<file path="config.mk">
export PLATFORM = sky130hd
export DESIGN_NAME = arbitro_compuerta
export DESIGN_NICKNAME = d
export VERILOG_FILES = /design/src/rtl/arbitro_pkg.sv /design/src/rtl/arbitro_compuerta_detector_flanco.sv /design/src/rtl/arbitro_compuerta.sv
export SDC_FILE = /design/constraint.sdc
export NUM_CORES = 1
export LEC_CHECK = 0
export ABC_AREA = 1
export BUFFER_PORTS_ARGS = -buffer_cell sky130_fd_sc_hd__buf_4
export CAP_MARGIN = 20
export CORE_MARGIN = 8
export CORE_UTILIZATION = 50
export CTS_CLUSTER_DIAMETER = 120
export DETAILED_ROUTE_END_ITERATION = 12
export GPL_ROUTABILITY_DRIVEN = 0
export PLACE_DENSITY = 0.74
export SETUP_SLACK_MARGIN = 0.02
export SKIP_LAST_GASP = 1
export SYNTH_ARGS = -nofsm -noshare
export SYNTH_HDL_FRONTEND = slang
export SYNTH_SLANG_ARGS = --single-unit
</file>
<file path="constraint.sdc">
create_clock -name clock -period 2.58 [get_ports clock]
set_clock_uncertainty 0.05 [all_clocks]
set_input_delay 0.516 -clock clock [delete_from_list [all_inputs] [get_ports clock]]
set_output_delay 0.516 -clock clock [all_outputs]
set_load 0.01 [all_outputs]
</file>
<file path="src/rtl/arbitro_pkg.sv">
`default_nettype none
// +-----------------------------------------------------------------+
// | Package : arbitro_pkg                                           |
// | Desc    : Shared state and lane encodings for the barrier       |
// |           arbiter and its passage-edge detectors.               |
// | Rev     : 1.0  initial release                                  |
// +-----------------------------------------------------------------+
package arbitro_pkg;

  // Arbiter state; TIMEOUT is only reachable when ARB_TIMEOUT_EN is defined
  typedef enum logic [1:0] {
    IDLE     = 2'd0,
    SERV_IN  = 2'd1,
    SERV_OUT = 2'd2,
    TIMEOUT  = 2'd3
  } estado_t;

  // Lane identifiers, used to remember which lane was served last
  typedef enum logic {
    LANE_IN  = 1'b0,
    LANE_OUT = 1'b1
  } carril_t;

endpackage
`default_nettype wire

</file>
<file path="src/rtl/arbitro_compuerta_detector_flanco.sv">
`default_nettype none
// +-----------------------------------------------------------------+
// | Module  : detector_flanco                                       |
// | Desc    : Registered falling-edge detector for one passage      |
// |           sensor. The pulse appears one cycle after the edge    |
// |           where the fall is first seen.                         |
// | Rev     : 1.0  initial release                                  |
// +-----------------------------------------------------------------+
module detector_flanco (
  input  logic clock,
  input  logic reset,
  input  logic sensor,
  output logic flanco
);

  logic previo;

  // Track previous sensor level and register a one-cycle pulse on a 1->0 change
  always_ff @(posedge clock or negedge reset) begin
    if (!reset) begin
      previo <= 1'b0;
      flanco <= 1'b0;
    end else begin
      previo <= sensor;
      flanco <= previo & ~sensor;
    end
  end

endmodule
`default_nettype wire

</file>
<file path="src/rtl/arbitro_compuerta.sv">
`default_nettype none
// +-----------------------------------------------------------------+
// | Module  : arbitro_compuerta                                     |
// | Desc    : Arbiter/sequencer for the shared parking barrier.     |
// |           Grants the barrier to the entry or exit lane, one     |
// |           vehicle at a time, and tracks saturating occupancy.   |
// | Config  : ARB_TIMEOUT_EN - enables the per-grant passage        |
// |           timeout, TIMEOUT state and sAlmTimeout alarm.         |
// | Rev     : 1.0  initial release                                  |
// +-----------------------------------------------------------------+
module arbitro_compuerta
  import arbitro_pkg::*;
#(
  parameter int CAPACITY    = 8,
  parameter int CNT_W       = 4,
  parameter int TIMEOUT_CYC = 64
) (
  input  logic             clock,
  input  logic             reset,
  input  logic             sReqIn,
  input  logic             sReqOut,
  input  logic             sBloq,
  input  logic             sPasoIn,
  input  logic             sPasoOut,
  output logic             sGntIn,
  output logic             sGntOut,
  output logic             sAbrir,
  output logic             sLleno,
  output logic [CNT_W-1:0] sOcup,
  output logic             sAlmTimeout
);

  localparam logic [CNT_W-1:0] CAP_V = CNT_W'(CAPACITY);

  estado_t estado;
  carril_t ultimo;
  logic    fall_in;
  logic    fall_out;
  logic    entrada_ok;

  detector_flanco u_det_in (
    .clock  (clock),
    .reset  (reset),
    .sensor (sPasoIn),
    .flanco (fall_in)
  );

  detector_flanco u_det_out (
    .clock  (clock),
    .reset  (reset),
    .sensor (sPasoOut),
    .flanco (fall_out)
  );

  assign sLleno     = (sOcup == CAP_V);
  assign sAbrir     = sGntIn | sGntOut;
  assign entrada_ok = sReqIn & ~sBloq & ~sLleno;

`ifdef ARB_TIMEOUT_EN
  // Counter holds 0..TIMEOUT_CYC-1, so the grant stays open exactly TIMEOUT_CYC cycles
  localparam int          TW   = (TIMEOUT_CYC > 1) ? $clog2(TIMEOUT_CYC) : 1;
  localparam logic [TW-1:0] TLIM = TW'(TIMEOUT_CYC - 1);
  logic [TW-1:0] cuenta;
`endif

  // Main arbiter FSM: lane selection, grant outputs, occupancy and alarm
  always_ff @(posedge clock or negedge reset) begin
    if (!reset) begin
      estado      <= IDLE;
      ultimo      <= LANE_OUT;
      sGntIn      <= 1'b0;
      sGntOut     <= 1'b0;
      sOcup       <= '0;
      sAlmTimeout <= 1'b0;
`ifdef ARB_TIMEOUT_EN
      cuenta      <= '0;
`endif
    end else begin
      case (estado)
        IDLE: begin
`ifdef ARB_TIMEOUT_EN
          cuenta <= '0;
`endif
          // On contention the lane not served last wins
          if (entrada_ok && (!sReqOut || ultimo == LANE_OUT)) begin
            estado <= SERV_IN;
            sGntIn <= 1'b1;
            ultimo <= LANE_IN;
          end else if (sReqOut) begin
            estado  <= SERV_OUT;
            sGntOut <= 1'b1;
            ultimo  <= LANE_OUT;
          end
        end
        SERV_IN: begin
          if (fall_in) begin
            estado <= IDLE;
            sGntIn <= 1'b0;
            if (sOcup != CAP_V) sOcup <= sOcup + 1'b1;
          end
`ifdef ARB_TIMEOUT_EN
          else if (cuenta == TLIM) begin
            estado      <= TIMEOUT;
            sGntIn      <= 1'b0;
            sAlmTimeout <= 1'b1;
          end else begin
            cuenta <= cuenta + 1'b1;
          end
`endif
        end
        SERV_OUT: begin
          if (fall_out) begin
            estado  <= IDLE;
            sGntOut <= 1'b0;
            if (sOcup != '0) sOcup <= sOcup - 1'b1;
          end
`ifdef ARB_TIMEOUT_EN
          else if (cuenta == TLIM) begin
            estado      <= TIMEOUT;
            sGntOut     <= 1'b0;
            sAlmTimeout <= 1'b1;
          end else begin
            cuenta <= cuenta + 1'b1;
          end
`endif
        end
`ifdef ARB_TIMEOUT_EN
        TIMEOUT: begin
          // Wait for the lanes to go completely quiet before rearming
          if (!sReqIn && !sReqOut && !sPasoIn && !sPasoOut) begin
            estado      <= IDLE;
            sAlmTimeout <= 1'b0;
          end
        end
`endif
        default: begin
          estado  <= IDLE;
          sGntIn  <= 1'b0;
          sGntOut <= 1'b0;
        end
      endcase
    end
  end

endmodule
`default_nettype wire

</file>
* After elaboration in Yosys (flattened, before gate mapping)
Index checks and enable logic that the tools add are counted.
** Word-level totals
- Bits in registers :: 13
- Input port bits :: 7
- Word-level logic and storage cells :: 64
** Cells by class
- Add/sub/neg operators :: 2
- Equal/unequal tests :: 12
- Multiplexer cells :: 18
- Bitwise operators :: 11
- Reduce and logical (&&, ||, !) cells :: 12
** Operator list (number)
- $mux 4 :: 4
- $ne 2x2->1 const B :: 5
- $mux 2 :: 4
- $pmux 4 s2 :: 1
- $mux 1 :: 6
- $not 1->1 :: 6
- $pmux 1 s3 :: 2
- $pmux 2 s3 :: 1
- $reduce_and 3->1 :: 2
- $reduce_and 5->1 :: 1
- $add 4x1->4 const B :: 1
- $and 1x1->1 :: 4
- $eq 4x4->1 const B :: 1
- $ne 2x1->1 const B :: 2
- $ne 4x4->1 const B :: 1
- $reduce_and 4->1 :: 1
- $reduce_bool 2->1 :: 2
- $reduce_bool 4->1 :: 1
- $sub 4x1->4 const B :: 1
- $ne 3x3->1 const B :: 1
- $eq 2x1->1 const B :: 1
- $eq 2x2->1 const B :: 1
- $logic_not 2->1 :: 1
- $reduce_and 2->1 :: 1
- other kinds (4) :: 4

* Logic depth before layout (Yosys ltp)
Gate-level depths: netlist (run 1).
- Depth in word-level cells :: 6
- Mapped depth :: 11
- Mapped depth without buffers :: 11

* By module
A second synthesis (run 1) with hierarchy kept.
** Second synthesis, totals
- Cells, all modules :: 102
- Area, all modules :: 750.7 µm²
** Modules (own cells, without submodules)
- arbitro_compuerta :: instances 1, cells an instance 94, area an instance 630.6 µm², sequential area each 226.5 µm²
- detector_flanco :: instances 2, cells an instance 4, area an instance 60.1 µm², sequential area each 50.0 µm²

* Worst setup path before layout (run 1)
Ideal clock, no wire load.
- Path kind :: flip-flop to flip-flop
- Start :: register estado[1]
- End :: register sOcup[3]
- Data arrival time :: 1.256 ns
- Required time :: 2.414 ns
- Setup slack :: 1.157 ns
- Cell stages (with the launch flop) :: 11
- Path buffers :: 0
- Cells stage by stage :: dfrtp_1 -> nand2_2 -> inv_2 -> ha_1 -> nand3_1 -> nand3_1 -> inv_1 -> nand2_1 -> nand2_1 -> nand2_1 -> nand2_1
** On the way
- Longest elaborated chain between the ends :: 3
- Elaborated cells between the ends (all ways) :: 9
- Classes of those cells :: 6 x eq/ne; 1 x mux; 2 x reduce/logical
** Ends and longest elaborated chain
- from (decl) :: line arbitro_compuerta.sv:35 : estado_t estado;
- from (signal assigned) :: line arbitro_compuerta.sv:69 : estado <= IDLE;
- from (signal assigned) :: line arbitro_compuerta.sv:86 : estado <= SERV_IN;
- from (signal assigned) :: line arbitro_compuerta.sv:90 : estado <= SERV_OUT;
- $eq 2x2->1 or $eq 2x1->1 (tied branches) :: line arbitro_compuerta.sv:79 : case (estado)
- $ne 2x2->1 (no line) (tied with other cells)
- $reduce_and 5->1 (no line)
- to (signal assigned) :: line arbitro_compuerta.sv:99 : if (sOcup != CAP_V) sOcup <= sOcup + 1'b1;
- to (signal assigned) :: line arbitro_compuerta.sv:115 : if (sOcup != '0) sOcup <= sOcup - 1'b1;
- to (decl) :: line arbitro_compuerta.sv:29 : output logic [CNT_W-1:0] sOcup,
Several ways; a longest one is shown, not always the timed one.
A chain may end at the register's enable or synchronous reset.

* Worst setup path after layout (run 1)
- Start :: register sOcup[1]
- End :: output port sLleno
** On the way
- Longest elaborated chain between the ends :: 1
** Ends and longest elaborated chain
- $eq 4x4->1 :: line arbitro_compuerta.sv:55 : assign sLleno = (sOcup == CAP_V);
- to (decl) :: line arbitro_compuerta.sv:28 : output logic sLleno,
Every way passes these cells.

==> flow_metrics.tcl, run 1 <==
set metrics [dict create \
    run_status "finished clean" \
    drt_iter0_markers 9 \
    cts_resized 0 \
    clk_pin_slew_ns 0.08 \
    wl_met2_um 666 \
    die-area_sq_um 3040 \
    hpwl_mm 1.19 \
    worstSetupEndpointType "output port" \
    drv_slew 0 \
    p_leak_nw 0.532 \
    synthToLayoutAreaGrowth_pct 18.8 \
    drcViolationCount 0 \
    cts_buffers 3 \
    grt_max_degree 14 \
    ys_ff_latch 13 \
    tns_ns 0 \
    peakVddDrop_mv 0.544 \
    largest_reg_flops 4 \
    vias_per_cell 4.64 \
    setup_ws_ns 0.766 \
    cp_max_fo 5 \
    nNetsFinal 130 \
    vias 626 \
    ctsLongestPathBuffers 2 \
    finalCritPeriodShare_pct 70.3 \
    hold_viol 0 \
    pre_cts_ws_ns 1.05 \
    cts_sinks 13 \
    hold_buffers 0 \
    reg2reg_depth 10 \
    top_regs "sOcup: 4 flops, estado: 2 flops" \
    yosysUniqueCellTypes 20 \
    period_needed_ns 1.81 \
    seq_area_frac_synth_pct 42.6 \
    wl_met3_um 107 \
    wire_per_inst_um 10.5 \
    avgSynthCellArea_sq_um 7.51 \
    clock_latency_ns 0.27 \
    overflow 0 \
    powerDensity_nw_per_um2 1300 \
    cp.required_ns 2.01 \
    rsz0062_at_grt "false" \
    chipHeight_um 55.1 \
    start_kind "flip-flop" \
    placed_cells 131 \
    syn_nets 112 \
    synth_cells 102 \
    die_w_um 55.1 \
    drive_above_1_share_pct 30.3 \
    io_buffers 14 \
    top_register "sOcup" \
    synth_warnings 1 \
    core_sq_um 1470 \
    io_pins 16 \
    fillers 144 \
    postLayoutCoreUtil_pct 61.8 \
    netlist_area_sq_um 766 \
    cts_max_level 1 \
    antenna_left 0 \
    cts_tree "yes" \
    critPathKind "flip-flop to output port" \
    r2r_slack_ns 1.04 \
    wl_mm 1.42 \
    setup_viol 0 \
    max-cap-violations 0 \
    cts-root-buf "clkbuf_4" \
    initial_core_util_pct 52.0 \
    timing.rr.end "sOcup[3]$_DFFE_PN0P_" \
    reg2reg_from "estado[1]$_DFFE_PN0P_" \
    dr.pass1.iters 4 \
    dr.max_layer_used "met3" \
    finalPower_mw 1.18 \
    grtUsageTotal_pct 11.3 \
    min_path_type "primary input to async pin" \
    stdcell_count 135 \
    grt_pass1_vias 612 \
    grt_pass1_wl_mm 2.54 \
    antenna_cells 0 \
    drt-met1-wl_um 649 \
    register_area_sq_um 327 \
    fmax_ghz 0.551 \
    multiInputGateArea_sq_um 349 \
    post_cts.repair.setup_buffers 0 \
    num_rows 14 \
    cp.arrival_ns 1.25 \
    antenna_found_initial 0 \
]
==> cell families after synthesis <==
logic type | Yosys count | share of synthesized area (%)
simple gates | 58 | 35.6
compound gates | 3 | 2.45
flops | 13 | 42.6
other cells | 1 | 0.490
buf+inv | 23 | 11.8
xor+xnor | 1 | 1.14
fa+ha+maj | 3 | 5.88
==> critical path, cell delays in order (launching register included) <==
cell and delay [ns]:
dfrtp_1 0.43, nor2_1 0.23, nand2_1 0.14, inv_1 0.07, buf_4 0.11
==> power breakdown <==
part | leakage, nW | internal [mW] | switching (mW) | total, mW
sequential | 0.160 | 0.280 | 0.0760 | 0.356
clock | 0.0150 | 0.0597 | 0.0634 | 0.123
combinational | 0.357 | 0.289 | 0.411 | 0.700
total | 0.532 | 0.629 | 0.551 | 1.18
==> worst max path at each step <==
stage / start / endpoint / slack, ns / cells after the start
floorplan: estado[1]$_DFFE_PN0P_ / sOcup[3]$_DFFE_PN0P_ / 1.16 / 10
global placement: sOcup[1]$_DFFE_PN0P_ / sLleno / 1.06 / 4
detailed placement: estado[1]$_DFFE_PN0P_ / sOcup[3]$_DFFE_PN0P_ / 1.05 / 10
CTS: sOcup[1]$_DFFE_PN0P_ / sLleno / 0.75 / 4
global route: sOcup[1]$_DFFE_PN0P_ / sLleno / 0.65 / 4
finish: sOcup[1]$_DFFE_PN0P_ / sLleno / 0.77 / 4
==> layout make-up <==
type / count / share of cell area (%)
clock buffer: 4 / 2.89
multi-input combinational: 66 / 38.4
sequential: 13 / 35.9
tap: 16 / 2.20
timing repair buffer: 14 / 11.6
inverter: 22 / 9.08
==> metrics by stage <==
step	hold WS [ns]	area [sq um]
after global placement	0.317	883
after CTS	0.0189	910
final	0.0229	910
after detailed placement	0.316	883
after global routing	0.0246	910
after floorplan	0.170	766
==> metal layers <==
layer  vias to the layer above  global-route usage (%)
li1                        331                       -
met1                       278                    14.6
met2                        17                    18.1
met3                         0                    3.48
met4                         0                    2.40
met5                         -                       0
==> cell usage in the layout (no fill, tap or decap), drive strengths merged, types with 2 or more instances in the layout <==
cell type and n:
nand3 10, inv 22, o21ai 2, dfrtp 12, nand2 37, clkbuf 4
nor2 10, buf 14, ha 2
==> cells in the mapped netlist <==
master    n  share of area [%]
nor2_2    2                1.6
dfstp_2   1                3.4
or2_2     1               0.82
conb_1    1               0.49
inv_2     6                2.9
xnor2_1   1                1.1
ha_1      2                3.3
nor2_4    1                1.5
o21ai_0   1               0.65
o21ai_1   1               0.65
nand3_1   6                3.9
nand2_1  34                 17
buf_4     1               0.98
nor2_1    7                3.4
dfrtp_1  12                 39
nand2_2   3                2.5
inv_1    16                7.8
nand3_2   4                5.2
fa_1      1                2.6
a21oi_2   1                1.1
No activity file was read; power rests on OpenSTA's default activity.
==> run 2: changes to the inputs <==
==> constraint.sdc (replaced) <==
create_clock -name clock -period 1.8 [get_ports clock]
set_clock_uncertainty 0.05 [all_clocks]
set_input_delay 0.36 -clock clock [delete_from_list [all_inputs] [get_ports clock]]
set_output_delay 0.36 -clock clock [all_outputs]
set_load 0.01 [all_outputs]
==> flow_metrics.tcl, run 2 (synthesis results as in run 1) <==
set metrics [dict create \
    critPathBufInv 2 \
    setup_viol 0 \
    run_status "finished clean" \
    cp_max_fo 5 \
    grt_use_met1_pct 13.7 \
    top_regs "sOcup: 4 flops, estado: 2 flops" \
    clock_latency_ns 0.27 \
    io_buffers 14 \
    dr.pass1.iters 4 \
    grt_pass1_wl_mm 2.46 \
    path_cells "nor2_1, nand2_1, inv_1, buf_4" \
    holdWs_ns 0.154 \
    layout_common_cells "nand2_1, inv_1, buf_4" \
    nNetsFinal 131 \
    antenna_left 0 \
    drive_above_1_share_pct 30.0 \
    p_leak_nw 0.536 \
    vias 627 \
    power_frac_clock_pct 10.4 \
    cts_max_level 1 \
    worstSetupEndpointType "output port" \
    grt_pass1_vias 598 \
    final_common_cell "nand2_1" \
    vias_per_cell 4.61 \
    synthToLayoutAreaGrowth_pct 20.1 \
    clk_pin_slew_ns 0.08 \
    stdcell_count 136 \
    largest_reg_flops 4 \
    peakVddDrop_mv 0.833 \
    core_sq_um 1470 \
    ctsLongestPathBuffers 2 \
    tns_ns 0 \
    drt_iter0_markers 16 \
    cp.required_ns 1.39 \
    cp_slowest_stage_delay_ns 0.43 \
    final_area_sq_um 920 \
    cts_resized 0 \
    fillers 141 \
    placed_cells 131 \
    antenna_cells 0 \
    hpwl_mm 1.18 \
    use_met3_pct 3.21 \
    cts_sinks 13 \
    cts_buffers 3 \
    post_cts.repair.setup_buffers 0 \
    die_w_um 55.1 \
    seq_power_share_pct 30.0 \
    chipHeight_um 55.1 \
    initial_core_util_pct 52.0 \
    num_rows 14 \
    period_needed_ns 1.67 \
    finalCritPeriodShare_pct 92.5 \
    antenna_found_initial 0 \
    postLayoutCoreUtil_pct 62.5 \
    place_area_sq_um 883 \
    grtUsageTotal_pct 11.0 \
    powerDensity_nw_per_um2 1850 \
    netSwitchingPower_uw 798 \
    drv_slew 0 \
    max-cap-violations 0 \
    hold_buffers 1 \
    cts_tree "yes" \
    hold_viol 0 \
    p_int_uw 906 \
    grt_busiest_layer "met2" \
    cp_top_family "flip-flops" \
    min_path_type "primary input to flip-flop" \
    overflow 0 \
    fmax_ghz 0.600 \
    critPathKind "flip-flop to output port" \
    rsz0062_at_grt "false" \
    use_met2_pct 17.9 \
    power_frac_comb_pct 59.7 \
    cts-root-buf "clkbuf_4" \
    die-area_sq_um 3040 \
    wire_per_inst_um 10.4 \
    cpMaxStageDelayCell "dfrtp_1" \
    top_register "sOcup" \
    cp.arrival_ns 1.26 \
    start_kind "flip-flop" \
    grt_max_degree 14 \
    swShare_pct 46.8 \
    wl_mm 1.42 \
    drcViolationCount 0 \
    io_pins 16 \
]
run 2: cell count changes in the layout (fill, tap and decap cells not counted), sizes merged:
cell	change
dlygate4sd3	+1
run 2: layout make-up:
class                      count  area [sq um]  share of cell area (%)
tap                           16          20.0                    2.18
multi-input combinational     66           349                    38.0
clock buffer                   4          26.3                    2.86
sequential                    13           327                    35.5
inverter                      22          82.6                    8.98
timing repair buffer          15           115                    12.5
run 2: power by group through the flow:
stage | Combinational, mW | Sequential (mW) | Clock (mW)
after floorplan | 0.707 | 0.526 | 0
after global placement | 0.991 | 0.511 | 0
after detailed placement | 1.01 | 0.514 | 0
after CTS | 1.03 | 0.508 | 0.184
after global routing | 1.16 | 0.526 | 0.194
final | 1.02 | 0.510 | 0.177
run 2: stage by stage:
stage | worst slack [ns] | total power [mW]
floorplan | 0.377 | 1.23
global placement | 0.343 | 1.50
detailed placement | 0.273 | 1.53
CTS | 0.123 | 1.72
global route | 0.0712 | 1.88
finish | 0.135 | 1.70
run 2: worst register-to-register path, delay by kind of cell (launching register included):
| family | cells | cell delay (ns) |
|---|---|---|
| simple gates | 7 | 0.50 |
| flops | 1 | 0.45 |
| fa+ha+maj | 1 | 0.32 |
| buf+inv | 2 | 0.12 |
run 2: worst paths after layout:
kind,endpoint,slack [ns],from,cells after the start
hold reg to reg,u_det_in.flanco$_DFF_PN0_,0.41,u_det_in.previo$_DFF_PN0_,2
min in group asynchronous,u_det_in.flanco$_DFF_PN0_,0.41,reset,2
setup reg to reg,sOcup[3]$_DFFE_PN0P_,0.26,estado[1]$_DFFE_PN0P_,10
max in group asynchronous,ultimo$_DFFE_PN1P_,1.06,reset,2
hold / removal,u_det_in.previo$_DFF_PN0_,0.15,sPasoIn,1
setup / recovery,sLleno,0.13,sOcup[1]$_DFFE_PN0P_,4
run 2: routing by layer:
metal / vias to the layer above / part of all wire (%)
met4: 0 / 0.42
li1: 337 / -
met1: 269 / 48
met2: 19 / 46
met5: - / 0
met3: 2 / 6.0
==> run 3: changes to the inputs <==
--- a/config.mk
+++ b/config.mk
@@ -14,6 +14,7 @@
 export DETAILED_ROUTE_END_ITERATION = 12
 export GPL_ROUTABILITY_DRIVEN = 0
 export PLACE_DENSITY = 0.74
+export REMOVE_ABC_BUFFERS = 1
 export SETUP_SLACK_MARGIN = 0.02
 export SKIP_LAST_GASP = 1
 export SYNTH_ARGS = -nofsm -noshare
==> flow_metrics.tcl, run 3 (synthesis results as in run 1) <==
set metrics [dict create \
    grt_pass1_wl_mm 2.48 \
    io_buffers 14 \
    drt_iter0_markers 14 \
    hpwl_mm 1.20 \
    cts_max_level 1 \
    placed_cells 131 \
    cts_sinks 13 \
    cts_buffers 3 \
    finalCritPeriodShare_pct 91.9 \
    power_frac_clock_pct 10.2 \
    postLayoutCoreUtil_pct 62.5 \
    reg2reg_from "estado[1]$_DFFE_PN0P_" \
    top_regs "sOcup: 4 flops, estado: 2 flops" \
    path_cells "nor2_1, nand2_1, inv_1, buf_4" \
    holdWs_ns 0.154 \
    post_cts.repair.setup_buffers 0 \
    cp_max_fo 5 \
    final_area_sq_um 920 \
    netSwitchingPower_uw 800 \
    hold_viol 0 \
    seq_power_share_pct 30.3 \
    finalPower_mw 1.70 \
    synthToLayoutAreaGrowth_pct 20.1 \
    hold_depth 1 \
    critPathKind "flip-flop to output port" \
    grt_max_degree 14 \
    largest_reg_flops 4 \
    die_w_um 55.1 \
    final_common_cell "nand2_1" \
    peakVddDrop_mv 0.921 \
    overflow 0 \
    layout_common_cells "nand2_1, inv_1, buf_4" \
    timing.rr.end "sOcup[3]$_DFFE_PN0P_" \
    rsz0062_at_grt "false" \
    hold_end "u_det_out.previo$_DFF_PN0_" \
    vias_per_cell 4.72 \
    clk_pin_slew_ns 0.07 \
    fillers 146 \
    cp.required_ns 1.39 \
    grtUsageTotal_pct 11.1 \
    grt_pass1_vias 637 \
    pre_cts_ws_ns 0.277 \
    setup_ws_ns 0.146 \
    min_from "sPasoOut" \
    io_pins 16 \
    run_status "finished clean" \
    powerDensity_nw_per_um2 1850 \
    swShare_pct 47.0 \
    min_path_type "primary input to flip-flop" \
    top_register "sOcup" \
    max-cap-violations 0 \
    cts-root-buf "clkbuf_4" \
    num_rows 14 \
    p_leak_nw 0.536 \
    setup_viol 0 \
    p_int_uw 904 \
    initial_core_util_pct 52.0 \
    antenna_left 0 \
    die-area_sq_um 3040 \
    core_sq_um 1470 \
    antenna_found_initial 0 \
    fmax_ghz 0.605 \
    cp_slowest_stage_delay_ns 0.43 \
    ctsLongestPathBuffers 2 \
    tns_ns 0 \
    drive_above_1_share_pct 30.0 \
    antenna_cells 0 \
    cpMaxStageDelayCell "dfrtp_1" \
    dr.pass1.iters 4 \
    worstSetupEndpointType "output port" \
    vias 642 \
    cts_tree "yes" \
    clock_latency_ns 0.27 \
    start_kind "flip-flop" \
    wire_per_inst_um 10.9 \
    chipHeight_um 55.1 \
    drv_slew 0 \
    wl_mm 1.48 \
    nNetsFinal 131 \
    drcViolationCount 0 \
    stdcell_count 136 \
    cts_resized 0 \
    power_frac_comb_pct 59.5 \
    place_area_sq_um 883 \
    reg2reg_depth 10 \
    cp.arrival_ns 1.24 \
    r2r_slack_ns 0.27 \
    period_needed_ns 1.65 \
    hold_buffers 1 \
]
run 3: cell counts in the layout (fill, tap and decap cells not counted):
No cell type changed its count.
run 3: critical path, delay by kind of cell (launching register included):
kind,cells,cell delay [ns]
buffers and inverters,2,0.18
AND/OR/NAND/NOR,2,0.37
flip-flops,1,0.43
run 3: worst max-delay path by stage:
stage                           endpoint  cells after the start             startpoint  slack (ns)
floorplan           sOcup[3]$_DFFE_PN0P_                     10  estado[1]$_DFFE_PN0P_        0.38
global placement    sOcup[3]$_DFFE_PN0P_                     10  estado[1]$_DFFE_PN0P_        0.35
detailed placement  sOcup[3]$_DFFE_PN0P_                     10  estado[1]$_DFFE_PN0P_        0.28
CTS                               sLleno                      4   sOcup[1]$_DFFE_PN0P_        0.13
global route                      sLleno                      4   sOcup[1]$_DFFE_PN0P_        0.06
finish                            sLleno                      4   sOcup[1]$_DFFE_PN0P_        0.15
run 3: metal layers:
layer | share of wire (%) | vias up | wire length (um) | global-route usage, %
met5 | 0 | - | 0 | 0
met4 | 0.88 | 0 | 13 | 6.40
met3 | 3.0 | 2 | 44 | 1.60
met2 | 50 | 7 | 742 | 18.7
met1 | 46 | 295 | 680 | 13.1
li1 | - | 338 | - | -
run 3: power groups by stage:
stage	sequential, mW	combinational (mW)	clock, mW
after floorplan	0.526	0.705	0
final	0.516	1.01	0.175
after CTS	0.513	1.02	0.184
after detailed placement	0.519	1.02	0
after global routing	0.536	1.15	0.193
after global placement	0.514	0.986	0
run 3: area by class of cell:
class	instances	area (sq um)	area share, %
well taps	16	20.0	2.18
clock buffers	4	26.3	2.86
flip-flops and latches	13	327	35.5
inverters	22	82.6	8.98
repair buffers	15	115	12.5
multi-input cells	66	349	38.0
